File: src/rtl/ebab_reg_responder.sv
// ebab_reg_responder
//   Responder end of the External Bus to Avalon Bridge link. Serves single
//   read/write requests from a bank of 2**ADDR_WIDTH registers. Each request
//   completes WAIT_STATES cycles after acceptance with a one-cycle ack pulse.
//
// Ports
//   clk         rising-edge system clock
//   reset       synchronous, active-high reset
//   addr        word address of the request
//   write_data  write payload
//   read_en     read request strobe
//   write_en    write request strobe (wins over read_en)
//   byte_en     per-byte write enables, bit i covers data[8i+7:8i]
//   read_data   read result, valid from the ack cycle of a read until the next read ack
//   ack         one-cycle completion pulse
//   busy        high from the cycle after acceptance through the ack cycle
module ebab_reg_responder #(
  parameter int DATA_WIDTH  = 32,
  parameter int ADDR_WIDTH  = 4,
  parameter int WAIT_STATES = 2
) (
  input  logic                    clk,
  input  logic                    reset,
  input  logic [ADDR_WIDTH-1:0]   addr,
  input  logic [DATA_WIDTH-1:0]   write_data,
  input  logic                    read_en,
  input  logic                    write_en,
  input  logic [DATA_WIDTH/8-1:0] byte_en,
  output logic [DATA_WIDTH-1:0]   read_data,
  output logic                    ack,
  output logic                    busy
);

  localparam int BE_W  = DATA_WIDTH / 8;
  localparam int DEPTH = 2 ** ADDR_WIDTH;
  localparam int CNT_W = (WAIT_STATES > 1) ? $clog2(WAIT_STATES) : 1;
  localparam logic [CNT_W-1:0] CNT_INIT =
    (WAIT_STATES > 0) ? CNT_W'(WAIT_STATES - 1) : '0;

  typedef enum logic [1:0] {IDLE, WAIT, ACK} state_t;

  state_t                state_q, state_d;
  logic [CNT_W-1:0]      cnt_q, cnt_d;
  logic [ADDR_WIDTH-1:0] addr_q, addr_d;
  logic [DATA_WIDTH-1:0] wdata_q, wdata_d;
  logic [BE_W-1:0]       be_q, be_d;
  logic                  wr_q, wr_d;
  logic                  ack_q, ack_d;
  logic                  busy_q, busy_d;
  logic [DATA_WIDTH-1:0] rdata_q, rdata_d;
  logic [DATA_WIDTH-1:0] bank_q [DEPTH];

  function automatic logic [DATA_WIDTH-1:0] byte_merge(
    input logic [DATA_WIDTH-1:0] old_w,
    input logic [DATA_WIDTH-1:0] new_w,
    input logic [BE_W-1:0]       be
  );
    logic [DATA_WIDTH-1:0] r;
    r = old_w;
    for (int b = 0; b < BE_W; b++) begin
      if (be[b]) r[8*b +: 8] = new_w[8*b +: 8];
    end
    return r;
  endfunction

  always_comb begin
    state_d = state_q;
    cnt_d   = cnt_q;
    addr_d  = addr_q;
    wdata_d = wdata_q;
    be_d    = be_q;
    wr_d    = wr_q;
    ack_d   = 1'b0;
    busy_d  = busy_q;
    rdata_d = rdata_q;
    case (state_q)
      IDLE: begin
        if (read_en || write_en) begin
          addr_d  = addr;
          wdata_d = write_data;
          be_d    = byte_en;
          wr_d    = write_en;
          busy_d  = 1'b1;
          if (WAIT_STATES > 0) begin
            state_d = WAIT;
            cnt_d   = CNT_INIT;
          end else begin
            // zero wait states: the ack cycle follows acceptance directly,
            // so the read uses the live address rather than the latched one
            state_d = ACK;
            ack_d   = 1'b1;
            if (!write_en) rdata_d = bank_q[addr];
          end
        end
      end
      WAIT: begin
        if (cnt_q == '0) begin
          state_d = ACK;
          ack_d   = 1'b1;
          if (!wr_q) rdata_d = bank_q[addr_q];
        end else begin
          cnt_d = cnt_q - 1'b1;
        end
      end
      ACK: begin
        state_d = IDLE;
        busy_d  = 1'b0;
      end
      default: begin
        state_d = IDLE;
        busy_d  = 1'b0;
      end
    endcase
  end

  always_ff @(posedge clk) begin
    if (reset) begin
      state_q <= IDLE;
      cnt_q   <= '0;
      addr_q  <= '0;
      wdata_q <= '0;
      be_q    <= '0;
      wr_q    <= 1'b0;
      ack_q   <= 1'b0;
      busy_q  <= 1'b0;
      rdata_q <= '0;
      for (int i = 0; i < DEPTH; i++) bank_q[i] <= '0;
    end else begin
      state_q <= state_d;
      cnt_q   <= cnt_d;
      addr_q  <= addr_d;
      wdata_q <= wdata_d;
      be_q    <= be_d;
      wr_q    <= wr_d;
      ack_q   <= ack_d;
      busy_q  <= busy_d;
      rdata_q <= rdata_d;
      // write commits at the edge that ends the ack cycle
      if (state_q == ACK && wr_q)
        bank_q[addr_q] <= byte_merge(bank_q[addr_q], wdata_q, be_q);
    end
  end

  assign read_data = rdata_q;
  assign ack       = ack_q;
  assign busy      = busy_q;

endmodule

File: config.mk
export PLATFORM = sky130hd
export DESIGN_NAME = ebab_reg_responder
export DESIGN_NICKNAME = d
export VERILOG_FILES = /design/src/rtl/ebab_reg_responder.sv
export SDC_FILE = /design/constraint.sdc
export NUM_CORES = 1
export LEC_CHECK = 0
export BUFFER_PORTS_ARGS = -buffer_cell sky130_fd_sc_hd__buf_2
export CAP_MARGIN = 20
export CELL_PAD_IN_SITES_DETAIL_PLACEMENT = 1
export CELL_PAD_IN_SITES_GLOBAL_PLACEMENT = 1
export CORE_UTILIZATION = 40
export DETAILED_ROUTE_END_ITERATION = 10
export GPL_ROUTABILITY_DRIVEN = 0
export PLACE_DENSITY = 0.64
export SYNTH_ARGS = -nofsm -noshare
export SYNTH_HDL_FRONTEND = slang
export SYNTH_SLANG_ARGS = --single-unit
File: constraint.sdc
create_clock -name clk -period 6.03 [get_ports clk]
set_input_delay 0.3015 -clock clk [delete_from_list [all_inputs] [get_ports clk]]
set_output_delay 0.3015 -clock clk [all_outputs]
set_load 0.02 [all_outputs]
==> results.md, run 1 <==
- Register bit total from synthesis: between 500 and 600
- Final period util: about two thirds
- Final setup violation count: 0
- Die Y: 262 um
- Vias: around 18,000
- Core area: about 67,000 um2
- Post-synth cell types: 35
- Relative slew slack: between 20% and 30%
- Syn_area_per_cell: 13.3 um2
- Cells after Synth: about 2,000
- Vias in the first global route: approximately 19,000
- Final wirelength: between 90 and 100 mm
- CTS clk-pin slew, worst paths: ~60 ps
- Crit Path Max Fanout: 48
- Die Footprint: between 60,000 and 70,000 um2
- Max cap viols: 0
- Final instance area: 30,500 um2
- Leakage: a little over 10 nW
- Synth Cell Area: 27,100 um2
- Clock latency on the worst-skew pair: slightly above 600 ps
- Die W: 262 um
- CP max stage delay: roughly 980 ps
- Hpwl dp: ~47 mm
- Total clock sinks: 594
- Worst EP arrival: about 4200 ps
- GR Overflow Total: 0
- Pre-CTS WS: between 2000 and 2500 ps
- Pre-antenna DRT Iters: 7
- Inserted Clock Buffers: 68
- Cell family with most CP delay: compound AO/OA/AOI/OAI gates
- Cell Area, Placed: ~28,000 um2
- Initial core utilization: 40.4%
- Status: completed
- Boundary Pins: 78
- Crit path buf inv count: 1
- Type of the tightest min-delay check: primary input to flop
- Post-synthesis mux area share: between 9 and 10%
- Setup TNS: 0 ps
- Critical Path Start Type: flop
- CP Cell Sequence: buf_4 > and2_4 > a222oi_1 > a221oi_2 > nor3_1
- Antenna violations before repair: 1
- Fin cells: ~3,000
- Synth Area in Adders: 0%
- Layout Nets: 2,101
- Post-synthesis compound-gate area fraction: approximately 8.3%
- Post-DRT Antenna Nets: 0
- PwrDens: around 330 nW/um2
- Drt drc: 0
- Max-slew violations: 0
- DR vias/cell: about 6.2
- CP max-delay cell: a221oi_2
- Num rows: 95
- TritonCTS clock tree: built
- Final Skew: between 15 and 20 ps
- Total track usage: between 20% and 30%
- R2R setup slack: approximately 2100 ps
- Fmax: roughly 260 MHz
- RSZ-0062 raised after global routing: false
- Initial DRC count: 1,674
- Max Root-Sink Buffers: 3
- Final min period: between 3000 and 4000 ps
- PortBufs: 77
- Post-route setup slack: between 2000 and 2500 ps
- ANT cells: 0
- Htree depth: 3
- Largest net degree at the start of global routing: just over 80
- Fraction of layout cells with a size suffix above 1: a little under a fifth
- Area growth syn-to-layout: 12.6%
- Mapped Nets: 2,078
- XOR/XNOR Fraction of Synth Area: 0%
- Register area share after synthesis: between 60% and 70%
- Fin Hold WS: around 34 ps
- Placed cells: around 2,800
- Pin slew with the least headroom to its limit: roughly 1100 ps
- CP required: 6330 ps
- Final hold vios: 0
- First-pass GRT wire length: around 130 mm
- Largest family of logic cells by synthesized area: simple AND/OR/NAND/NOR gates
- Post-synthesis simple-gate area fraction: 14.5%
- Crit end category: flop
- Critical path type: flop to flop
- Worst ir drop on vdd: about 0.24 mV
- WL/cell: 30.9 um
- Root Buffer: clkbuf_16
- YS warnings: 0
==> cell usage after synthesis <==
library cell	n	area share (%)
a21boi_0	32	0.89
a21oi_1	44	0.81
a221oi_1	32	1.0
a221oi_2	4	0.22
a221oi_4	28	2.7
a222oi_1	32	1.2
a22oi_1	32	0.89
and2_1	1	0.023
and2_4	1	0.032
buf_1	36	0.50
buf_12	2	0.15
buf_2	20	0.37
buf_4	14	0.39
buf_6	35	1.5
buf_8	1	0.055
clkbuf_1	119	1.6
dfxtp_1	82	6.1
edfxtp_1	512	57
inv_1	2	0.028
mux2i_1	192	7.1
mux4_2	32	2.7
nand2_1	127	1.8
nand2b_1	21	0.49
nand3_1	4	0.074
nand4bb_1	1	0.042
nor2_1	6	0.083
nor2_2	1	0.023
nor2b_1	39	0.90
nor3_1	478	8.8
nor3_2	40	1.5
nor3b_1	2	0.055
o21ai_0	32	0.59
or2_1	13	0.30
or2_2	16	0.37
or3_1	1	0.023
==> state kept, by name (all words and copies together) (netlist names), 2 cells and up, named ones only <==
signal / cells
addr_q: 4
wdata_q: 32
be_q: 4
bank_q: 512
state_q: 2
read_data: 32
==> metal layers <==
metal  wire [um]  track usage [%]  vias up  share of wire, %
met4        2650             8.59        0               2.9
met3        5490             3.36      168               6.0
met1       38700             35.4     9649                42
met5           0                0        -                 0
li1            -                -     7904                 -
met2       45400             45.2      687                49
==> through the flow <==
stage	utilization (%)	power (mW)
after floorplan	-	5.78
after global placement	41.6	6.10
after detailed placement	41.6	6.14
after CTS	45.2	10.1
after global routing	45.5	10.4
final	45.5	10.1
==> repair_timing <==
| action | in CTS | in global routing |
|---|---|---|
| endpoints found under the hold margin | 34 | 0 |
| buffers inserted | 0 | 0 |
| gates resized for setup | 0 | 0 |
| hold buffers | 33 | 0 |
==> final timing paths <==
path / startpoint / end / cells past startpoint
setup / recovery: flop / bank_q[9][7]$_SDFFCE_PN0P_ / 5
hold reg to reg: read_data[11]$_SDFFE_PP0P_ / read_data[11]$_SDFFE_PP0P_ / 2
setup reg to reg: flop / bank_q[9][7]$_SDFFCE_PN0P_ / 5
hold / removal: write_data[10] / wdata_q[10]$_SDFFE_PP0P_ / 3
==> where the power goes <==
group / leakage, nW / switching [mW] / internal, mW
Clock: 1.03 / 1.67 / 2.34
Sequential: 5.96 / 0.0907 / 4.61
Combinational: 3.10 / 0.997 / 0.403
==> final cells by class <==
| type | instances | area, um2 |
|---|---|---|
| Timing Repair Buffer | 180 | 1270 |
| Clock inverter | 17 | 136 |
| Multi-Input combinational cell | 1211 | 9000 |
| Clock buffer | 105 | 1970 |
| Tap cell | 873 | 1090 |
| Sequential cell | 594 | 17000 |
| Fill cell | 6812 | 36500 |
| Inverter | 2 | 7.51 |
==> placed cells by master, fill, tap and decap left out, types with 3 or more instances in the layout <==
| cell type | Yosys | routed |
|---|---|---|
| nor2b_4 | 0 | 3 |
| nor3_1 | 478 | 477 |
| a22oi_1 | 32 | 32 |
| nor2b_1 | 39 | 36 |
| buf_4 | 14 | 68 |
| buf_2 | 20 | 77 |
| or2_1 | 13 | 13 |
| nand2b_1 | 21 | 4 |
| nor3_2 | 40 | 41 |
| nor2_1 | 6 | 6 |
| clkbuf_1 | 119 | 27 |
| edfxtp_1 | 512 | 512 |
| dlygate4sd3_1 | 0 | 33 |
| o21ai_0 | 32 | 32 |
| clkinv_2 | 0 | 8 |
| nand2_2 | 0 | 12 |
| mux2i_1 | 192 | 192 |
| a222oi_1 | 32 | 32 |
| nand2_1 | 127 | 115 |
| or2_2 | 16 | 16 |
| clkbuf_8 | 0 | 7 |
| a21boi_0 | 32 | 32 |
| nand3_2 | 0 | 4 |
| a221oi_2 | 4 | 4 |
| dfxtp_1 | 82 | 78 |
| a221oi_1 | 32 | 32 |
| a21oi_1 | 44 | 43 |
| clkinv_1 | 0 | 5 |
| mux4_2 | 32 | 32 |
| clkbuf_16 | 0 | 71 |
| a221oi_4 | 28 | 28 |
| nand2b_2 | 0 | 9 |
| nand2b_4 | 0 | 8 |
==> cells by family (layout without fill, tap and decap cells) <==
family,count (synthesis),after routing
compound gates,236,236
buf+inv,229,304
flops,594,594
mux,224,224
simple gates,751,751
==> worst min-delay path, stage by stage <==
cell     delay [ps]
buf_2           100
nand2_1         110
a21oi_1          80
Power figures use the tool's default switching activity.
==> run 2, diff against run 1 <==
--- a/config.mk
+++ b/config.mk
@@ -5,6 +5,7 @@
 export SDC_FILE = /design/constraint.sdc
 export NUM_CORES = 1
 export LEC_CHECK = 0
+export ABC_AREA = 1
 export BUFFER_PORTS_ARGS = -buffer_cell sky130_fd_sc_hd__buf_2
 export CAP_MARGIN = 20
 export CELL_PAD_IN_SITES_DETAIL_PLACEMENT = 1
@@ -12,7 +13,7 @@
 export CORE_UTILIZATION = 40
 export DETAILED_ROUTE_END_ITERATION = 10
 export GPL_ROUTABILITY_DRIVEN = 0
-export PLACE_DENSITY = 0.64
+export PLACE_DENSITY = 0.67
 export SYNTH_ARGS = -nofsm -noshare
 export SYNTH_HDL_FRONTEND = slang
 export SYNTH_SLANG_ARGS = --single-unit
==> constraint.sdc (replaced) <==
create_clock -name clk -period 4.1 [get_ports clk]
set_input_delay 0.205 -clock clk [delete_from_list [all_inputs] [get_ports clk]]
set_output_delay 0.205 -clock clk [all_outputs]
set_load 0.02 [all_outputs]
==> run 2 against run 1 <==
  * Cell count up 41%
  * Worst setup slack lost 1000 ps
  * Global-route usage rose by 0.33 points
  * Sequential share of layout area fell by 3.4 points
  * Synthesized area increased by 7.0%
  * Critical path type unchanged
  * Largest power group unchanged
==> results.md, run 2 <==
- Total clock sinks: between 500 and 600
- Worst Hold End: addr_q[1]$_SDFFE_PP0P_
- Largest net degree at the start of global routing: between 100 and 150
- Worst hold path cell count: 3
- Largest Register: bank_q
- Cell family with most CP delay: simple AND/OR/NAND/NOR gates
- Area growth syn-to-layout: 12.1%
- P_int: about 11 mW
- Worst EP arrival: 3300 ps
- ANT cells: 0
- Leakage: 13.6 nW
- Die Footprint: 73,500 um2
- Final min period: ~3000 ps
- Type of the tightest min-delay check: primary input to flop
- Htree depth: 3
- Status: completed
- Synth Cell Area: 29,000 um2
- Most frequent cell after synthesis: nand2_1
- Final instance area: about 32,000 um2
- Register bit total from synthesis: approximately 600
- Layout Nets: between 3,000 and 4,000
- Max Root-Sink Buffers: 3
- Post-synth cell types: 25
- Inserted Clock Buffers: 67
- RSZ-0062 raised after global routing: false
- Setup TNS: 0 ps
- Mapped Nets: ~3,200
- Dominant cell type by area after synthesis: edfxtp_1
- Leading post-synthesis cells by cell area: edfxtp_1, nand2_1, nand3_1
- Commonest non-fill, non-tap cell in the layout: nand2_1
- HP Start: addr[1]
- Drt drc: 0
- Post-synth EDFFs: around 510
- Vias in the first global route: 23,700
- YS warnings: 0
- Crit end category: flop
- Max cap viols: 0
- Die W: roughly 270 um
- Most frequent CP cell: nand3_1
- GR Overflow Total: 0
- Die Y: 271 um
- Cells after Synth: ~3,200
- Relative slew slack: about 29%
- Crit Path Max Fanout: between 70 and 80
- Register area share after synthesis: 58.7%
- CP max-delay cell: dfxtp_4
- Synth top area share: between 50% and 60%
- Vias: about 22,000
- Final period util: roughly 73%
- Clock latency on the worst-skew pair: 610 ps
- PwrDens: 487 nW/um2
- Pin slew with the least headroom to its limit: approximately 1100 ps
- TritonCTS clock tree: built
- Max reg flops: a little over 500
- Core area: between 70,000 and 80,000 um2
- WL/cell: 23.2 um
- Initial core utilization: between 40% and 50%
- Setup bufs post-CTS: 0
- Worst ir drop on vdd: roughly 0.33 mV
- CTS clk-pin slew, worst paths: around 60 ps
- Worst r2r dst: bank_q[0][18]$_SDFFCE_PN0P_
- Post-DRT Antenna Nets: 0
- Cell Area, Placed: around 30,000 um2
- Critical Path Start Type: flop
- Syn_area_per_cell: approximately 9.1 um2
- Hpwl dp: approximately 57 mm
- Pre-antenna DRT Iters: 5
- CP required: 4420 ps
- Most frequent cells in the layout: nand2_1, edfxtp_1, inv_1, nand3_1, nor2_2
- Fraction of layout cells with a size suffix above 1: about a fifth
- Initial DRC count: roughly 1,600
- Sequential power share: 43.8%
- Clock power share: 38.1%
- Worst Reg2Reg Path Length in Cells: 9
- Boundary Pins: 78
- Root Buffer: clkbuf_16
- Fmax: roughly 330 MHz
- Pre-CTS WS: 1040 ps
- Num rows: 98
- Crit path buf inv count: 2
- Comb power frac: around 18%
- Sw Share: just over 30%
- Dominant synthesized flop cell: edfxtp_1
- Synth async-reset ratio: 0%
- R2R setup slack: approximately 1100 ps
- Max-slew violations: 0
- NetSw: roughly 4.8 mW
- Final Skew: 22.8 ps
- DR vias/cell: 5.28
- Final wirelength: 97.8 mm
- PortBufs: 77
- Critical path type: flop to flop
- Total track usage: between 20% and 30%
- Final setup violation count: 0
- Final hold vios: 0
- Antenna violations before repair: 1
- Stages on worst setup path: 9
- First-pass GRT wire length: between 100 and 150 mm
- CP Cell Sequence: inv_8 > buf_4 > nand2_1 > nand3_1 > nand3_1 > nand3_1 > nand3_1 > nand2_2 > nor2_1
- Commonest cells in the netlist: nand2_1, edfxtp_1, inv_1, nand3_1, nor2_2
- Post-route setup slack: approximately 1100 ps
- CP max stage delay: 500 ps
==> run 2: cell types whose count changed after synthesis, moves of 40 or more <==
cell	previous run	this run
nand2_1	127	711
nor3_1	478	1
inv_1	2	462
nand3_1	4	414
nor2_2	1	319
nor2_1	6	264
mux2i_1	192	0
clkbuf_1	119	53
buf_2	20	77
o21ai_0	32	72
==> run 2: how the worst max path moves through the flow <==
stage / to / slack [ps]
detailed placement: bank_q[14][19]$_SDFFCE_PN0P_ / 1040
finish: bank_q[0][18]$_SDFFCE_PN0P_ / 1110
floorplan: bank_q[6][0]$_SDFFCE_PN0P_ / 1800
global placement: bank_q[0][12]$_SDFFCE_PN0P_ / 1110
CTS: bank_q[0][18]$_SDFFCE_PN0P_ / 1130
global route: bank_q[0][18]$_SDFFCE_PN0P_ / 990
==> run 2: per-layer routing <==
layer  global-route usage [%]  wire length (um)  vias up
met3                     3.01              4800      252
met4                     15.4              6060        0
met1                     33.0             39100    11200
met5                        0                 0        -
met2                     46.2             47900      654
li1                         -                 -    10100
==> run 2: power by group through the flow <==
stage          clock network [mW]  registers (mW)  logic [mW]
2_1_floorplan                   0            7.05        1.98
3_3_place_gp                    0            7.05        2.76
3_5_place_dp                    0            7.06        2.81
4_1_cts                      6.10            6.94        2.86
5_1_grt                      6.32            6.96        3.06
6_report                     6.03            6.93        2.85
==> run 2: layout make-up <==
type	instances	area (um2)
multi-input combinational	1898	8880
sequential	594	17000
tap	950	1190
fill	8251	39100
timing repair buffer	181	1490
clock inverter	28	262
inverter	466	1760
clock buffer	91	1890
==> run 2: cell families (layout without fill, tap and decap cells) <==
| logic type | after synthesis | in the layout | synth area share, % |
|---|---|---|---|
| AND/OR/NAND/NOR | 1782 | 1782 | 28.4 |
| buffers and inverters | 679 | 766 | 10.9 |
| flip-flops | 594 | 594 | 58.7 |
| AO/OA/AOI/OAI | 116 | 116 | 2.00 |
==> run 2: worst min-delay path: cells and delay by family <==
| kind | cells | cell delay [ps] |
|---|---|---|
| AOI/OAI and AO/OA | 2 | 380 |
| buffers and inverters | 1 | 120 |
==> run 2: what timing repair did <==
| action | 4_1_cts | 5_1_grt |
|---|---|---|
| endpoints found under the hold margin | 38 | 0 |
| gates resized for setup | 0 | 0 |
| hold buffers | 38 | 0 |
==> run 2: per-stage QoR <==
step	instances	power, mW	util, %	hold slack [ps]
4_1_cts	4207	15.9	45.3	74.6
6_report	4208	15.8	45.4	136
3_5_place_dp	4050	9.87	41.8	438
2_1_floorplan	3171	9.03	-	340
3_3_place_gp	4050	9.81	41.8	434
5_1_grt	4208	16.3	45.4	130
==> run 3, diff against run 2 <==
--- a/config.mk
+++ b/config.mk
@@ -13,7 +13,7 @@
 export CORE_UTILIZATION = 40
 export DETAILED_ROUTE_END_ITERATION = 10
 export GPL_ROUTABILITY_DRIVEN = 0
-export PLACE_DENSITY = 0.67
+export PLACE_DENSITY = 0.7
 export SYNTH_ARGS = -nofsm -noshare
 export SYNTH_HDL_FRONTEND = slang
 export SYNTH_SLANG_ARGS = --single-unit
==> constraint.sdc (replaced) <==
create_clock -name clk -period 2.4 [get_ports clk]
set_input_delay 0.12 -clock clk [delete_from_list [all_inputs] [get_ports clk]]
set_output_delay 0.12 -clock clk [all_outputs]
set_load 0.02 [all_outputs]
==> run 3 against run 2 <==
  * Cell count rose by 1.3%
  * Critical path depth fell by 1
  * Clock skew up 3.3 ps
  * Cell area grew 2.1%
  * Power rose by 70%
  * Global-route usage decreased by 0.80 points
  * Sequential share of layout area decreased by 1.1 points
  * Clock power up 63%
  * Critical path type unchanged
  * Critical endpoint is now bank_q[15][14]$_SDFFCE_PN0P_
==> results.md, run 3 (synthesized netlist as in run 2, its figures left out) <==
- Largest net degree at the start of global routing: 64
- Footprint of the multi-input gates: between 8000 and 9000 um2
- GR Overflow Total: 0
- Drt drc: 0
- Initial core utilization: about two fifths
- TritonCTS clock tree: built
- WL/cell: 22.3 um
- Antenna violations before repair: 0
- Max cap viols: 0
- Final hold vios: 0
- Critical path type: flop to flop
- Commonest non-fill, non-tap cell in the layout: nand2_1
- Initial DRC count: ~1,500
- Pin slew with the least headroom to its limit: 834 ps
- Inserted Clock Buffers: approximately 70
- Worst EP arrival: ~2700 ps
- Core area: between 70,000 and 80,000 um2
- Most frequent CP cell: nand3_1
- Crit end category: flop
- Boundary Pins: between 70 and 80
- Die W: about 270 um
- Filler Cells Inserted: 8,238
- Pre-antenna DRT Iters: 5
- Max-slew violations: 0
- PwrDens: slightly above 800 nW/um2
- Resized cells post-CTS: 0
- Type of the tightest min-delay check: primary input to flop
- Final setup violation count: 0
- CTS clk-pin slew, worst paths: about 60 ps
- First-pass GRT wire length: between 100 and 150 mm
- Max reg flops: between 500 and 600
- Clock latency on the worst-skew pair: slightly above 600 ps
- Most frequent cells in the layout: nand2_1, edfxtp_1, inv_1, nand3_1, nor2_2
- Critical Path Start Type: flop
- Final min period: 2270 ps
- Setup TNS: 0 ps
- Hpwl dp: about 57 mm
- DR vias/cell: around 5.2
- Status: completed
- Post-DRT Antenna Nets: 0
- Worst ir drop on vdd: a little under 0.7 mV
- CP required: 2840 ps
- Largest Register: bank_q
- Max Root-Sink Buffers: 3
- Area growth syn-to-layout: 14.5%
- PortBufs: 77
- Fraction of layout cells with a size suffix above 1: between 20% and 30%
- CP max stage delay: between 300 and 400 ps
- CP max-delay cell: dfxtp_4
- Final wirelength: approximately 95 mm
- Vias: 22,200
- Layout Nets: approximately 3,300
- Root Buffer: clkbuf_16
- Crit Path Max Fanout: 63
- ANT cells: 0
- Leakage: around 14 nW
- Final Skew: roughly 26 ps
- Die Footprint: 73,500 um2
- Total track usage: between 20% and 30%
- Fmax: about 440 MHz
- Final period util: a little over nine tenths
- Htree depth: 3
- CP Cell Sequence: inv_4 > buf_12 > nand3_1 > nand3_1 > nand3_1 > nand3_1 > nand2_2 > nor2_1
- FF+latch area: between 15,000 and 20,000 um2
- Relative slew slack: 44.4%
- Total clock sinks: roughly 600
- Die Y: around 270 um
- Vias in the first global route: between 20,000 and 25,000
- RSZ-0062 raised after global routing: false
- Num rows: 98
- PnR Total Power: ~27 mW
-- run 3: cell count changes in the layout (fill, tap and decap cells not counted), sizes merged --
cell / previous run / this run
clkinvlp: 2 / 1
clkbuf: 91 / 101
buf: 143 / 191
dlygate4sd3: 38 / 40
bufinv: 5 / 0
-- run 3: cell type report --
cell class              instances  area share, %
inverters                     466           5.30
clock inverters                22          0.321
repair buffers                231           6.84
well taps                     950           3.58
flip-flops and latches        594           51.3
multi-input cells            1898           26.8
clock buffers                 101           5.85
-- run 3: where the power goes --
group	total, mW	internal (mW)	leakage, nW	switching [mW]
registers	11.8	11.6	5.96	0.181
logic	5.25	1.46	6.99	3.79
clock network	9.81	5.59	1.00	4.22
-- run 3: what timing repair did --
item | in CTS | in global routing
hold buffers | 40 | 0
endpoints found under the hold margin | 42 | 0
setup buffers | 0 | 0
-- run 3: critical path, delay by kind of cell (launching register included) --
family / cells / cell delay [ps]
buffers and inverters: 2 / 640
AND/OR/NAND/NOR: 6 / 1030
flip-flops: 1 / 370
-- run 3: routing by layer --
layer / wire, um / vias to the layer above / share of wire (%) / global-route usage [%]
met5: 0 / - / 0 / 0
met4: 4880 / 0 / 5.1 / 13.2
met3: 4900 / 216 / 5.2 / 3.68
met2: 46900 / 615 / 49 / 45.1
met1: 38300 / 11200 / 40 / 32.0
li1: - / 10200 / - / -
-- run 3: worst paths after layout --
path / from / end / slack, ps / depth (start not counted)
worst max-delay path: flop / bank_q[15][14]$_SDFFCE_PN0P_ / 130 / 8
worst min-delay path: reset / wr_q$_SDFFE_PP0P_ / 80 / 3
worst max register to register: flop / bank_q[15][14]$_SDFFCE_PN0P_ / 130 / 8
worst min register to register: busy$_SDFFE_PP0P_ / busy$_SDFFE_PP0P_ / 490 / 2
-- run 3: stage by stage --
stage	setup WS, ps	utilization, %	hold WS (ps)	instances	instance area (um2)
2_1_floorplan	99.9	-	255	3171	29000
3_3_place_gp	232	42.9	344	4099	30700
3_5_place_dp	177	42.9	350	4099	30700
4_1_cts	163	46.3	54.9	4262	33200
5_1_grt	17.7	46.3	99.3	4262	33200
6_report	135	46.3	82.4	4262	33200
